--- config.mk ---
export PLATFORM = sky130hd
export DESIGN_NAME = sprite_oam_scan
export DESIGN_NICKNAME = d
export VERILOG_FILES = /design/src/rtl/sprite_oam_scan.sv
export SDC_FILE = /design/constraint.sdc
export NUM_CORES = 1
export LEC_CHECK = 0
export CAP_MARGIN = 20
export CORE_ASPECT_RATIO = 1.2
export CORE_MARGIN = 3
export CORE_UTILIZATION = 45
export CTS_BUF_LIST = sky130_fd_sc_hd__clkbuf_16
export CTS_CLUSTER_DIAMETER = 40
export DETAILED_ROUTE_END_ITERATION = 16
export HOLD_SLACK_MARGIN = 0.08
export SYNTH_ARGS = -nofsm -noshare
export SYNTH_HDL_FRONTEND = slang
export SYNTH_SLANG_ARGS = --single-unit
export TNS_END_PERCENT = 30
--- constraint.sdc ---
create_clock -name clk -period 5.8 [get_ports clk]
set_input_delay 1.16 -clock clk [delete_from_list [all_inputs] [get_ports clk]]
set_output_delay 1.16 -clock clk [all_outputs]
set_load 0.01 [all_outputs]
--- src/rtl/sprite_oam_scan.sv ---
// Per-line OAM search: walks 40 entries (Y then X byte), keeps up to MAX_SEL covering sprites in OAM order.
// 81 scan cycles after start, one done cycle; no backpressure, the list is read through a combinational port.
module sprite_oam_scan #(
  parameter int SPRITES = 40,
  parameter int MAX_SEL = 10
) (
  input  logic       clk,
  input  logic       reset,
  input  logic       start,
  input  logic [7:0] v_cnt,
  input  logic       size16,
  output logic       oam_rd,
  output logic [7:0] oam_addr,
  input  logic [7:0] oam_di,
  output logic       busy,
  output logic       done,
  output logic [3:0] sel_count,
  output logic       overflow,
  input  logic [3:0] rd_index,
  output logic       rd_valid,
  output logic [7:0] rd_x,
  output logic [5:0] rd_id,
  output logic [3:0] rd_row
);

  localparam logic [6:0] C_LAST   = 7'(2 * SPRITES);
  localparam logic [3:0] SEL_MAX4 = 4'(MAX_SEL);

  typedef enum logic [1:0] {
    IDLE = 2'd0,
    SCAN = 2'd1,
    FIN  = 2'd2
  } state_t;

  state_t     state;
  state_t     state_nx;

  logic [6:0] c;
  logic [7:0] line;
  logic       h16;
  logic [7:0] addr_q;
  logic       hit_q;
  logic [3:0] row_q;

  logic [7:0] addr_now;
  logic       issue;
  logic       y_cyc;
  logic       x_cyc;
  logic [7:0] row_calc;
  logic       row_hit;
  logic       wr_en;
  logic [5:0] entry;

  logic [7:0] x_mem   [MAX_SEL];
  logic [5:0] id_mem  [MAX_SEL];
  logic [3:0] row_mem [MAX_SEL];

  // ---------------- state machine ----------------
  always_ff @(posedge clk or posedge reset) begin
    if (reset) begin
      state <= IDLE;
    end else begin
      state <= state_nx;
    end
  end

  always_comb begin
    state_nx = state;
    if (start) begin
      state_nx = SCAN;
    end else begin
      case (state)
        IDLE:    state_nx = IDLE;
        SCAN:    if (c == C_LAST) state_nx = FIN;
        FIN:     state_nx = IDLE;
        default: state_nx = IDLE;
      endcase
    end
  end

  always_comb begin
    busy   = 1'b0;
    oam_rd = 1'b0;
    done   = 1'b0;
    case (state)
      SCAN: begin
        busy   = 1'b1;
        oam_rd = 1'b1;
      end
      FIN:     done = 1'b1;
      default: ;
    endcase
  end

  // ---------------- scan datapath ----------------
  // Entry e sits at byte 4e; even c reads its Y, odd c its X.
  assign addr_now = {c[6:1], 1'b0, c[0]};
  assign issue    = (state == SCAN) && (c != C_LAST);
  assign oam_addr = issue ? addr_now : addr_q;

  // Data lags the address by one cycle: Y arrives on odd c, X on even c >= 2.
  assign y_cyc    = c[0];
  assign x_cyc    = !c[0] && (c != 7'd0);
  assign entry    = c[6:1] - 6'd1;
  assign row_calc = line + 8'd16 - oam_di;
  assign row_hit  = h16 ? (row_calc < 8'd16) : (row_calc < 8'd8);
  assign wr_en    = (state == SCAN) && !start && x_cyc && hit_q && (sel_count < SEL_MAX4);

  always_ff @(posedge clk or posedge reset) begin
    if (reset) begin
      c         <= 7'd0;
      line      <= 8'd0;
      h16       <= 1'b0;
      addr_q    <= 8'd0;
      hit_q     <= 1'b0;
      row_q     <= 4'd0;
      sel_count <= 4'd0;
      overflow  <= 1'b0;
    end else if (start) begin
      c         <= 7'd0;
      line      <= v_cnt;
      h16       <= size16;
      hit_q     <= 1'b0;
      sel_count <= 4'd0;
      overflow  <= 1'b0;
    end else if (state == SCAN) begin
      if (issue) begin
        c      <= c + 7'd1;
        addr_q <= addr_now;
      end
      if (y_cyc) begin
        hit_q <= row_hit;
        row_q <= row_calc[3:0];
      end
      if (x_cyc && hit_q) begin
        if (sel_count < SEL_MAX4) begin
          sel_count <= sel_count + 4'd1;
        end else begin
          overflow <= 1'b1;
        end
      end
    end
  end

  // List storage is never reset; rd_valid masks stale slots.
  always_ff @(posedge clk) begin
    if (wr_en) begin
      x_mem[sel_count]   <= oam_di;
      id_mem[sel_count]  <= entry;
      row_mem[sel_count] <= row_q;
    end
  end

  // ---------------- read port ----------------
  assign rd_valid = rd_index < sel_count;

  always_comb begin
    rd_x   = 8'd0;
    rd_id  = 6'd0;
    rd_row = 4'd0;
    for (int i = 0; i < MAX_SEL; i++) begin
      if (rd_valid && (rd_index == 4'(i))) begin
        rd_x   = x_mem[i];
        rd_id  = id_mem[i];
        rd_row = row_mem[i];
      end
    end
  end

endmodule

==> flow_summary.json <==
{
  "status": "finished, final reports clean",
  "powerDensity_nw_per_um2": 315,
  "htree_levels": 1,
  "worst_ep_required_time_ns": 4.64,
  "vias": 6025,
  "path_cells": "clkdlybuf4s50_1 > ha_1 > a21o_1 > a21oi_2 > buf_4 > nand2_1 > o31ai_1 > clkdlybuf4s50_1",
  "worstPathBufferInverterCount": 3,
  "placement.io_buffers": 58,
  "start_util_pct": 46.1,
  "tightest_slew_ns": 0.842,
  "setup_slack_ns": 0.810,
  "max_stage_delay_ns": 0.77,
  "slew_headroom_pct": 43.5,
  "ios": 59,
  "hp-class": "reg2reg",
  "syn_inst": 717,
  "path_delay_family": "buffers and inverters",
  "cts_tree": "yes",
  "dieHeight_um": 167,
  "dieArea_um2": 23400,
  "die_w_um": 140,
  "synth_edf_count": 180,
  "cts.repair.resized": 0,
  "hpwlAfterDp_um": 14400,
  "cts_root_buf": "clkbuf_16",
  "avgSynthCellArea_um2": 13.6,
  "vias_per_cell": 5.63,
  "crit_top_cell": "clkdlybuf4s50_1",
  "drtIter0Drc": 414,
  "leakagePower_nw": 4.21,
  "layout_commonest_cell": "edfxtp_1",
  "setup.worst_path.end_class": "output port",
  "yosysWarnings": 0,
  "gp_routability_congestion": 0.774,
  "yosysSeqAreaShare_pct": 64.8,
  "diodes": 0,
  "post-route-period-util_pct": 86.0,
  "post_synth_num_cell_types": 65,
  "dr.pass1.iters": 5,
  "drive_gt1_share_pct": 14.7,
  "cts_sinks": 216,
  "worstSetupPathType": "in2out",
  "ant_nets": 0,
  "async_reset_ff_share_pct": 16.7,
  "dp_slack_ns": 0.768,
  "vdd_drop_max_mv": 0.239,
  "finalWirelength_um": 22100,
  "arrival_ns": 3.83,
  "startpoint_type": "input pin",
  "core_area_um2": 21100,
  "clock_latency_ns": 0.51,
  "cap_violations": 0,
  "period_needed_ns": 4.99,
  "track_usage_pct": 18.9,
  "synthFlopType": "edfxtp_1",
  "fmax_mhz": 200,
  "drc_errors": 0,
  "clk_path_buf_depth": 3,
  "nets": 832,
  "grt_pass1_vias": 6193,
  "ctsHoldBuffers": 0,
  "rsz0062_at_grt": "false",
  "hold_viol": 0,
  "drv_slew": 0,
  "postCtsSetupRepairBufs": 0,
  "syn2layout_area_growth_pct": 18.3,
  "finalClockSkew_ns": 0.0139,
  "syn-num-nets": 766,
  "final_cell_mix": "edfxtp_1 (180), clkdlybuf4s50_1 (55), a21oi_1 (54)",
  "antenna_found_initial": 0,
  "worstPathMaxFanout": 16,
  "wl_per_cell_um": 20.7,
  "worst_path_max_delay_cell": "clkdlybuf4s50_1",
  "setup_viol": 0,
  "fillerInstances": 1732,
  "cts_made_buffers": 25,
  "grt_max_degree": 56,
  "grt_remaining_overflow": 0,
  "setup_tns_ns": 0,
  "syn_area_um2": 9730,
  "grt_pass1_wl_um": 34700,
  "clkTransAtPathRegs_ns": 0.06,
  "row_count": 58,
  "synth.ff_latch_count": 216
}
per-stage QoR:
step	cell area (µm²)	instances	hold slack, ns	total power (W)	util, %
after global placement	10600	1022	0.465	0.00210	50.1
after global routing	11500	1071	0.514	0.00376	54.5
after floorplan	9730	717	0.444	0.00199	-
final	11500	1071	0.483	0.00362	54.5
after detailed placement	10600	1024	0.467	0.00212	50.3
after CTS	11500	1069	0.486	0.00365	54.3
where the power goes:
group / total, W / internal [W] / switching [W]
clock network: 0.00154 / 0.000933 / 0.000609
registers: 0.00179 / 0.00175 / 0.0000434
logic: 0.000289 / 0.000123 / 0.000166
total: 0.00362 / 0.00280 / 0.000818
cells by family (layout without fill, tap and decap cells):
logic type / Yosys count / count (layout) / share of synthesized area (%)
AO/OA/AOI/OAI: 146 / 146 / 9.53
XOR/XNOR: 12 / 12 / 1.22
adder cells (fa/ha/maj): 25 / 25 / 3.29
buffers and inverters: 71 / 155 / 3.19
flip-flops: 216 / 216 / 64.8
multiplexers: 65 / 65 / 7.73
AND/OR/NAND/NOR: 182 / 182 / 10.2
synth_stat cells (3+ instances only):
library cell	count	area, µm²
o22ai_1	4	25.0
a31oi_1	3	18.8
a221oi_1	8	70.1
o21ai_0	30	150
inv_1	28	105
a21o_1	10	75.1
or3b_2	11	96.3
dfrtp_1	36	901
o32ai_1	3	26.3
nor2b_1	13	81.3
xor2_1	6	52.6
a2bb2oi_1	3	26.3
nand2b_1	10	62.6
buf_1	3	11.3
and3b_1	9	78.8
nand2_1	29	109
clkbuf_1	16	60.1
edfxtp_1	180	5410
ha_1	24	300
mux2i_1	38	380
buf_2	20	100
nand3b_1	4	30.0
and3_1	9	56.3
xnor2_1	5	43.8
nand3_1	15	75.1
nor3_1	6	30.0
and2_1	5	31.3
nor3b_1	4	30.0
mux2_2	21	236
nor4_1	4	25.0
or3_1	4	25.0
mux4_2	6	135
nor2_1	50	188
a22oi_1	8	60.1
a21oi_1	54	270
buf_4	3	22.5
final timing paths:
check / start / endpoint / slack (ns) / cells past startpoint
worst max-delay path: rd_index[3] / rd_row[1] / 0.81 / 8
worst min-delay path: addr_q[1] / addr_q[1] / 0.48 / 1
worst max register to register: c[1] / row_mem[9][3] / 3.07 / 7
worst min register to register: addr_q[1] / addr_q[1] / 0.48 / 1
max in group asynchronous: reset / c[6] / 4.42 / 3
min in group asynchronous: reset / line[4] / 1.06 / 3
registers in the layout, summed over array words and instances, names as in the netlist:
name and flops:
overflow 1, h16 1, line 8, x_mem 80, c 7, hit_q 1, row_q 4, addr_q 8
state 2, id_mem 60, row_mem 40, sel_count 4
per-layer routing:
metal	global-route usage, %	vias to the layer above	wire [µm]
met3	2.29	34	1080
met1	25.7	3002	9420
met2	32.6	159	11300
li1	-	2830	-
met4	4.26	0	387
met5	0	-	0
final cells by class:
| cell class | count | area, µm² | share of cell area [%] |
|---|---|---|---|
| Clock inverter | 20 | 210 | 1.83 |
| Multi-Input combinational cell | 430 | 3130 | 27.2 |
| Inverter | 28 | 105 | 0.913 |
| Clock buffer | 25 | 626 | 5.43 |
| Tap cell | 270 | 338 | 2.93 |
| Timing Repair Buffer | 82 | 801 | 6.96 |
| Sequential cell | 216 | 6310 | 54.8 |
Power figures use the tool's default switching activity.
